===== src/rtl/ovl_win_sched_pkg.sv =====
// Shared types and defaults for the
// round-robin window-check scheduler.
package ovl_win_sched_pkg;

  localparam int DEF_WIDTH = 4;
  localparam int DEF_NREQ  = 4;
  localparam int DEF_LENW  = 4;

  typedef enum logic [1:0] {
    IDLE,
    OPEN,
    WIN,
    CLOSE
  } state_t;

endpackage


===== src/rtl/ovl_win_sched_if.sv =====
// Requester and checker-side bundle of
// the window scheduler.
interface ovl_win_sched_if
  import ovl_win_sched_pkg::*;
#(
  parameter int WIDTH = DEF_WIDTH,
  parameter int NREQ  = DEF_NREQ,
  parameter int LENW  = DEF_LENW
);
  localparam int IDW = $clog2(NREQ);

  logic                    enable;
  logic [NREQ-1:0]         req;
  logic [NREQ*LENW-1:0]    req_len;
  logic [NREQ*WIDTH-1:0]   req_data;
  logic [NREQ-1:0]         gnt;
  logic                    start_event;
  logic                    end_event;
  logic [WIDTH-1:0]        test_expr;
  logic                    busy;
  logic                    done;
  logic [IDW-1:0]          done_id;
  logic                    fail;

  modport master (
    output enable, req, req_len, req_data,
    input  gnt, start_event, end_event,
    input  test_expr, busy, done, done_id, fail
  );

  modport slave (
    input  enable, req, req_len, req_data,
    output gnt, start_event, end_event,
    output test_expr, busy, done, done_id, fail
  );

endinterface


===== src/rtl/ovl_win_sched_rr_arb.sv =====
// Round-robin pick: search upward from
// last_id+1, wrapping.
module ovl_rr_arb #(
  parameter  int NREQ = 4,
  localparam int IDW  = $clog2(NREQ)
) (
  input  logic [NREQ-1:0] req,
  input  logic [IDW-1:0]  last_id,
  output logic            valid,
  output logic [IDW-1:0]  id
);

  int j;

  // Walk lowest priority first so the
  // nearest successor overwrites last.
  always_comb begin
    valid = 1'b0;
    id    = '0;
    j     = 0;
    for (int i = NREQ; i >= 1; i--) begin
      j = int'(last_id) + i;
      if (j >= NREQ) j = j - NREQ;
      if (req[j[IDW-1:0]]) begin
        valid = 1'b1;
        id    = IDW'(j);
      end
    end
  end

endmodule


===== src/rtl/ovl_win_sched.sv =====
// Grants one requester at a time a
// stability window for ovl_win_unchange.
module ovl_win_sched
  import ovl_win_sched_pkg::*;
#(
  parameter int WIDTH = DEF_WIDTH,
  parameter int NREQ  = DEF_NREQ,
  parameter int LENW  = DEF_LENW
) (
  input logic            clock,
  input logic            reset,
  ovl_win_sched_if.slave bus
);

  localparam int IDW = $clog2(NREQ);

  state_t           state;
  logic [IDW-1:0]   id;
  logic [IDW-1:0]   last_id;
  logic [IDW-1:0]   pick_id;
  logic             pick_valid;
  logic [LENW-1:0]  len;
  logic [LENW-1:0]  cnt;
  logic [WIDTH-1:0] snap;
  logic [WIDTH-1:0] cur;
  logic             mismatch;
  logic             changed;

  ovl_rr_arb #(.NREQ(NREQ)) u_arb (
    .req     (bus.req),
    .last_id (last_id),
    .valid   (pick_valid),
    .id      (pick_id)
  );

  assign cur     = bus.req_data[int'(id)*WIDTH +: WIDTH];
  assign changed = (cur != snap);

  always_ff @(posedge clock or negedge reset) begin
    if (!reset) begin
      state    <= IDLE;
      id       <= '0;
      last_id  <= IDW'(NREQ-1);
      len      <= '0;
      cnt      <= '0;
      snap     <= '0;
      mismatch <= 1'b0;
    end else begin
      unique case (state)
        IDLE: begin
          if (bus.enable && pick_valid) begin
            id    <= pick_id;
            len   <= bus.req_len[int'(pick_id)*LENW +: LENW];
            state <= OPEN;
          end
        end
        OPEN: begin
          snap     <= cur;
          cnt      <= (len == '0) ? LENW'(1) : len;
          mismatch <= 1'b0;
          state    <= WIN;
        end
        WIN: begin
          mismatch <= mismatch | changed;
          cnt      <= cnt - LENW'(1);
          if (cnt == LENW'(1)) state <= CLOSE;
        end
        CLOSE: begin
          last_id <= id;
          state   <= IDLE;
        end
      endcase
    end
  end

  // Everything below decodes registered
  // state; only test_expr/fail see data.
  always_comb begin
    bus.busy        = (state != IDLE);
    bus.gnt         = bus.busy ? (NREQ'(1) << id) : '0;
    bus.start_event = (state == OPEN);
    bus.end_event   = (state == CLOSE);
    bus.done        = (state == CLOSE);
    bus.done_id     = bus.done ? id : '0;
    bus.fail        = bus.done & (mismatch | changed);
    bus.test_expr   = bus.busy ? cur : '0;
  end

endmodule


===== src/flat_wrapper.sv =====
// flat-port wrapper written by rule: the top's interface ports become plain ports
module ovl_win_sched_flat import ovl_win_sched_pkg::*;
#(
  parameter int WIDTH = DEF_WIDTH,
  parameter int NREQ  = DEF_NREQ,
  parameter int LENW  = DEF_LENW
)
  (clock, reset, bus_enable, bus_req, bus_req_len, bus_req_data, bus_gnt, bus_start_event, bus_end_event, bus_test_expr, bus_busy, bus_done, bus_done_id, bus_fail);
  ovl_win_sched_if #(.WIDTH(WIDTH), .NREQ(NREQ), .LENW(LENW)) bus_i ();
  input logic clock;
  input logic reset;
  input wire logic [$bits(bus_i.enable)-1:0] bus_enable;
  input wire logic [$bits(bus_i.req)-1:0] bus_req;
  input wire logic [$bits(bus_i.req_len)-1:0] bus_req_len;
  input wire logic [$bits(bus_i.req_data)-1:0] bus_req_data;
  output wire logic [$bits(bus_i.gnt)-1:0] bus_gnt;
  output wire logic [$bits(bus_i.start_event)-1:0] bus_start_event;
  output wire logic [$bits(bus_i.end_event)-1:0] bus_end_event;
  output wire logic [$bits(bus_i.test_expr)-1:0] bus_test_expr;
  output wire logic [$bits(bus_i.busy)-1:0] bus_busy;
  output wire logic [$bits(bus_i.done)-1:0] bus_done;
  output wire logic [$bits(bus_i.done_id)-1:0] bus_done_id;
  output wire logic [$bits(bus_i.fail)-1:0] bus_fail;
  assign bus_i.enable = bus_enable;
  assign bus_i.req = bus_req;
  assign bus_i.req_len = bus_req_len;
  assign bus_i.req_data = bus_req_data;
  assign bus_gnt = bus_i.gnt;
  assign bus_start_event = bus_i.start_event;
  assign bus_end_event = bus_i.end_event;
  assign bus_test_expr = bus_i.test_expr;
  assign bus_busy = bus_i.busy;
  assign bus_done = bus_i.done;
  assign bus_done_id = bus_i.done_id;
  assign bus_fail = bus_i.fail;
  ovl_win_sched #(.WIDTH(WIDTH), .NREQ(NREQ), .LENW(LENW)) u_core (.clock(clock), .reset(reset), .bus(bus_i));
endmodule

===== config.mk =====
export PLATFORM = sky130hd
export DESIGN_NAME = ovl_win_sched_flat
export DESIGN_NICKNAME = d
export VERILOG_FILES = /design/src/rtl/ovl_win_sched_pkg.sv /design/src/rtl/ovl_win_sched_if.sv /design/src/rtl/ovl_win_sched_rr_arb.sv /design/src/rtl/ovl_win_sched.sv /design/src/flat_wrapper.sv
export SDC_FILE = /design/constraint.sdc
export NUM_CORES = 1
export LEC_CHECK = 0
export ABC_AREA = 1
export CORE_UTILIZATION = 46
export DETAILED_ROUTE_END_ITERATION = 10
export PLACE_DENSITY = 0.81
export SLEW_MARGIN = 20
export SYNTH_ARGS = -nofsm -noshare
export SYNTH_HDL_FRONTEND = slang
export SYNTH_HIERARCHICAL = 1
export SYNTH_SLANG_ARGS = --single-unit

===== constraint.sdc =====
create_clock -name clock -period 2.13 [get_ports clock]
set_input_delay 0.639 -clock clock [delete_from_list [all_inputs] [get_ports clock]]
set_output_delay 0.639 -clock clock [all_outputs]
set_load 0.1 [all_outputs]

Yosys cells after proc, flatten, opt, wreduce, memory -nomap -nowiden
Index checks and enable logic that the tools add are counted.
Storage, ports and cells
  flip-flop bits (word level): 19
  bits in latches: 0
  RAM bits: 0
  ROM bits: 0
  bits of input ports: 39
  output and inout bits: 15
  memories kept: 0
Operators by class
  $add $sub $neg: 9
  multipliers: 0
  div/mod/pow operators: 0
  $lt $le $gt $ge: 8
  equality and inequality tests: 7
  shifts and indexed selects: 3
  mux-type cells: 29
  bitwise gates (word level): 2
  reductions and logical operators: 7
Operator list (number)
  16-bit by 5-bit variable part select with 4-bit output: 2
  2-bit two-way mux: 11
  2-bit by 3-bit less-than comparator with 1-bit output (second input constant): 4
  4-bit two-way mux: 3
  3-bit greater-or-equal comparator (second input constant): 3
  1-bit binary-select mux with 2-bit select: 4
  1-bit two-way mux: 8
  2-bit one-hot mux with 4 select lines: 1
  4-bit one-hot mux with 2 select lines: 1
  2-bit by 1-bit subtractor with 2-bit output (second input constant): 4
  2-bit by 2-bit adder with 3-bit output (second input constant): 2
  2-bit by 3-bit adder with 4-bit output (second input constant): 1
  2-bit == test (second input constant): 2
  4-bit by 1-bit == test with 1-bit output (second input constant): 1
  4-bit by 3-bit greater-or-equal comparator with 1-bit output (second input constant): 1
  4-bit logical NOT: 1
  2-bit by 1-bit inequality test with 1-bit output (second input constant): 2
  4-bit inequality test: 1
  2-bit AND reduction: 2
  2-bit nonzero test: 2
  1-bit by 2-bit << shifter with 4-bit output (first input constant): 1
  4-bit by 1-bit subtractor with 4-bit output (second input constant): 1
  2-bit by 1-bit adder with 3-bit output (second input constant): 1
  2-bit by 1-bit == test with 1-bit output (second input constant): 1
  5 further kinds: 5

Logic depth before layout (Yosys ltp)
  depth after elaboration: 12
  depth in mapped cells: 16
  mapped depth without buffers: 14

By module
The synthesis kept the hierarchy.
By module, submodules not included
  ovl_win_sched: times used 1, cells each 196, area each 1363.8 sq um, seq. area each 478.0 sq um
  ovl_rr_arb: times used 1, cells each 51, area each 246.5 sq um, seq. area each 0.0 sq um

Worst setup path before layout
Ideal clock, no wire load.
  path type: register to output
  from: register u_core.state[0]
  to: output port bus_gnt[1]
  arrival: 2850 ps
  data required time: 1491 ps
  path slack: -1359 ps
  cell stages (with the launch flop): 5
  path buffers: 1
  cell sequence: dfrtp_1 inv_1 ha_1 buf_4 nor3_1
Between the ends
  cells in the longest elaborated chain, start to end: 2
Ends and longest elaborated chain
  start, declared: line ovl_win_sched.sv:17  | state_t state;
  start signal, assigned: line ovl_win_sched.sv:41  | state <= IDLE;
  start signal, assigned: line ovl_win_sched.sv:54  | state <= OPEN;
  start signal, assigned: line ovl_win_sched.sv:61  | state <= WIN;
  2-bit nonzero test: line ovl_win_sched.sv:79  | bus.busy = (state != IDLE);
  4-bit two-way mux: line ovl_win_sched.sv:80  | bus.gnt = bus.busy ? (NREQ'(1) << id) : '0;
  end, declared: line flat_wrapper.sv:16  | output wire logic [$bits(bus_i.gnt)-1:0] bus_gnt;
No other way between the ends.

Worst setup path after layout
  from: register u_core.id[0]
  to: output port bus_fail
Between the ends
  cells in the longest elaborated chain, start to end: 4
Ends and longest elaborated chain
  start, declared: line ovl_win_sched.sv:18  | logic [IDW-1:0] id;
  start signal, assigned: line ovl_win_sched.sv:52  | id <= pick_id;
  16-bit by 5-bit variable part select with 4-bit output: line ovl_win_sched.sv:36  | assign cur = bus.req_data[int'(id)*WIDTH +: WIDTH];
  4-bit inequality test: line ovl_win_sched.sv:37  | assign changed = (cur != snap);
  1-bit bitwise OR: line ovl_win_sched.sv:85  | bus.fail = bus.done & (mismatch | changed);
  1-bit AND: line ovl_win_sched.sv:85
  end, declared: line flat_wrapper.sv:23  | output wire logic [$bits(bus_i.fail)-1:0] bus_fail;
No other way between the ends.

==> flow_summary.toml <==
[sta]
slew_headroom_pct = 75.5
grt_setup_unrepaired = "true"
max_freq_mhz = 357
slew_viol_final = 0
layout_setup_ws_ns = -0.673
min_period_over_period_pct = 132
min_period_ns = 2.80
tightest_slew_ns = 0.367
clock_skew_ns = 0.00286
hold_viol_final = 0
setup_viol = 14

[worst_setup_path]
worstPathArrival_ns = 2.16
required_ns = 1.49
worstSetupStartpoint = "u_core/id[0]$_DFFE_PN0P_"
worstReg2RegStart = "u_core/id[0]$_DFFE_PN0P_"
rrSetupSlack_ns = -0.40
worst_setup_path_start_kind = "register"
crit_type = "register to output pin"
ff2ff_path_depth = 18
crit_end = "bus_fail"
cp_max_fo = 8
critPathCaptureType = "output pin"
timing.rr.end = "u_core/snap[0]$_DFFE_PN0P_"

[logic_synthesis]
synth_fa_ha_area_share_pct = 5.44
ys_top_cells_by_area = "dfrtp_1 26%, nand2_1 18%, o21ai_0 8.4%"
synth_top_family_by_area = "simple AND/OR/NAND/NOR gates"
syn_avg_cell_area_um2 = 6.52
ys.flop_type = "dfrtp_1"
ys_seq_area_share_pct = 29.7
synth_area_leader_cell = "dfrtp_1"
syn-cell-area_um2 = 1610
synth-seq-cells = 19
synth_nets = 293
synth-xor-area-share_pct = 0.544
synthCells = 247
synthMuxAreaShare_pct = 0.699
async_reset_ff_share_pct = 100
yosysWarnings = 6
netlist.area_leader.share_pct = 26.4
synth_simple_gate_area_share_pct = 35.2
synthTopCellsByCount = "77 x nand2_1, 33 x inv_1, 27 x o21ai_0"
synth-compound-area-share_pct = 15.4
synth_cell_types = 31
synth_edf_count = 0
yosysMostFrequentCell = "nand2_1"

[final_layout]
nets = 400
ff_latch_area_um2 = 485
multi_input_area_um2 = 1210
syn2layout_area_growth_pct = 92.0
final_layout_size_suffix_gt1_share_pct = 49.3
fin_area_um2 = 3090
n_antenna_cell = 0
fillers = 125

[global_routing]
grt_max_degree = 20
antenna_found_initial = 0
grt_pass1_vias = 1972
grt_pass1_wl_um = 8380
grt_overflow = 0
track_usage_pct = 30.8

[clock_tree]
cts.sinks = 19
hold_buffers = 0
htreeDepth = 1
root_buffer = "clkbuf_4"
cts_buffer_depth = 2
clk_pin_slew_worst_paths_ns = 0.11
cts_tree = "done"
numCtsBuffers = 3
clkLatencyLatePin_ns = 0.30

[drt]
dr.first_iter.drc_count = 229
dr.pass1.iters = 5
wl_um = 7870
ant_nets = 0
post_drt_wl_per_cell_um = 19.7
vias = 2330
via_per_inst = 5.84
drc_errors = 0

[outcome]
status = "finished, violations left"
violations = "setup timing"

[floorplan]
die_x_um = 61.2
die_area_um2 = 3740
core_area_um2 = 3340
rows = 21
start_util_pct = 48.3
die_y_um = 61.2
boundaryPins = 54

[place]
io_buffers = 53
dp_hpwl_um = 3430
gp_congestion = 0.833
dpl_cell_area_um2 = 2610

[worst_hold_path]
hold_path_class = "register to register"
hold_depth = 2

[run]
max_cap_violations = 0
==> worst min-delay path by stage <==
| stage | startpoint | endpoint |
|---|---|---|
| 3_3_place_gp | u_core/mismatch$_DFFE_PN0P_ | u_core/mismatch$_DFFE_PN0P_ |
| 6_report | u_core/mismatch$_DFFE_PN0P_ | u_core/mismatch$_DFFE_PN0P_ |
| 2_1_floorplan | reset | u_core/cnt[0]$_DFFE_PN0P_ |
| 3_5_place_dp | u_core/mismatch$_DFFE_PN0P_ | u_core/mismatch$_DFFE_PN0P_ |
| 5_1_grt | u_core/mismatch$_DFFE_PN0P_ | u_core/mismatch$_DFFE_PN0P_ |
| 4_1_cts | u_core/mismatch$_DFFE_PN0P_ | u_core/mismatch$_DFFE_PN0P_ |
==> critical path, stage by stage (launching register included) <==
cell      delay (ns)
dfrtp_2         0.50
clkinv_4        0.14
nand2_1         0.13
nand2_2         0.08
nand2_2         0.09
nand2_2         0.10
nor2_1          0.32
nor2_2          0.08
nand3_2         0.09
and2_4          0.15
buf_12          0.17
==> kinds of logic after synthesis <==
family                   after synthesis
AO/OA/AOI/OAI                         44
XOR/XNOR                               1
adder cells (fa/ha/maj)                7
buffers and inverters                 46
flip-flops                            19
multiplexers                           1
AND/OR/NAND/NOR                      129
==> layer usage <==
metal	vias up	routed length, µm	track usage, %
li1	984	-	-
met1	1095	2760	34.4
met2	196	3910	58.2
met3	55	738	3.15
met4	0	463	14.3
met5	-	0	0
==> flip-flops by register name (all words and copies together) (netlist names) <==
signal           cells
u_core/cnt           4
u_core/len           4
u_core/snap          4
u_core/id            2
u_core/last_id       2
u_core/state         2
u_core/mismatch      1
==> cell type report <==
class | count | share of cell area, %
clock buffer | 3 | 0.728
timing repair buffer | 110 | 36.9
clock inverter | 1 | 0.162
sequential | 19 | 15.7
inverter | 38 | 5.34
multi-input combinational | 182 | 39.3
tap | 46 | 1.86
==> repair_timing <==
| action | CTS | global route |
|---|---|---|
| resized for setup | 40 | 65 |
| buffers inserted | 22 | 10 |
| endpoints found under the setup margin | 12 | 18 |
| pin swaps | 32 | 25 |
==> per-stage QoR <==
| step | TNS [ns] | hold WS (ns) | cells | util, % | setup WS, ns |
|---|---|---|---|---|---|
| 2_1_floorplan | -0.440 | 0.343 | 247 | - | -0.121 |
| 3_3_place_gp | -3.34 | 0.466 | 365 | 78.2 | -0.474 |
| 3_5_place_dp | -3.73 | 0.488 | 365 | 78.2 | -0.526 |
| 4_1_cts | -1.50 | 0.516 | 391 | 85.5 | -0.314 |
| 5_1_grt | -3.64 | 0.546 | 399 | 92.7 | -0.865 |
| 6_report | -2.56 | 0.548 | 399 | 92.7 | -0.673 |
==> cells in the final DEF (no fill, tap or decap), drive strengths merged, types with 3 or more instances in the layout <==
cell type      instances
buf                   72
clkbuf                 3
dlymetal6s2s           4
nor2                  18
nand3                 10
dfrtp                 17
nor3                   6
nand2                 93
o21ai                 29
inv                   35
clkdlybuf4s50         18
o22ai                  4
a21oi                  8
ha                     7
dlygate4sd2           16
Power is left out: the tool's default activity adds up to more than one toggle a clock period on the data nets, which glitch-free logic cannot reach.
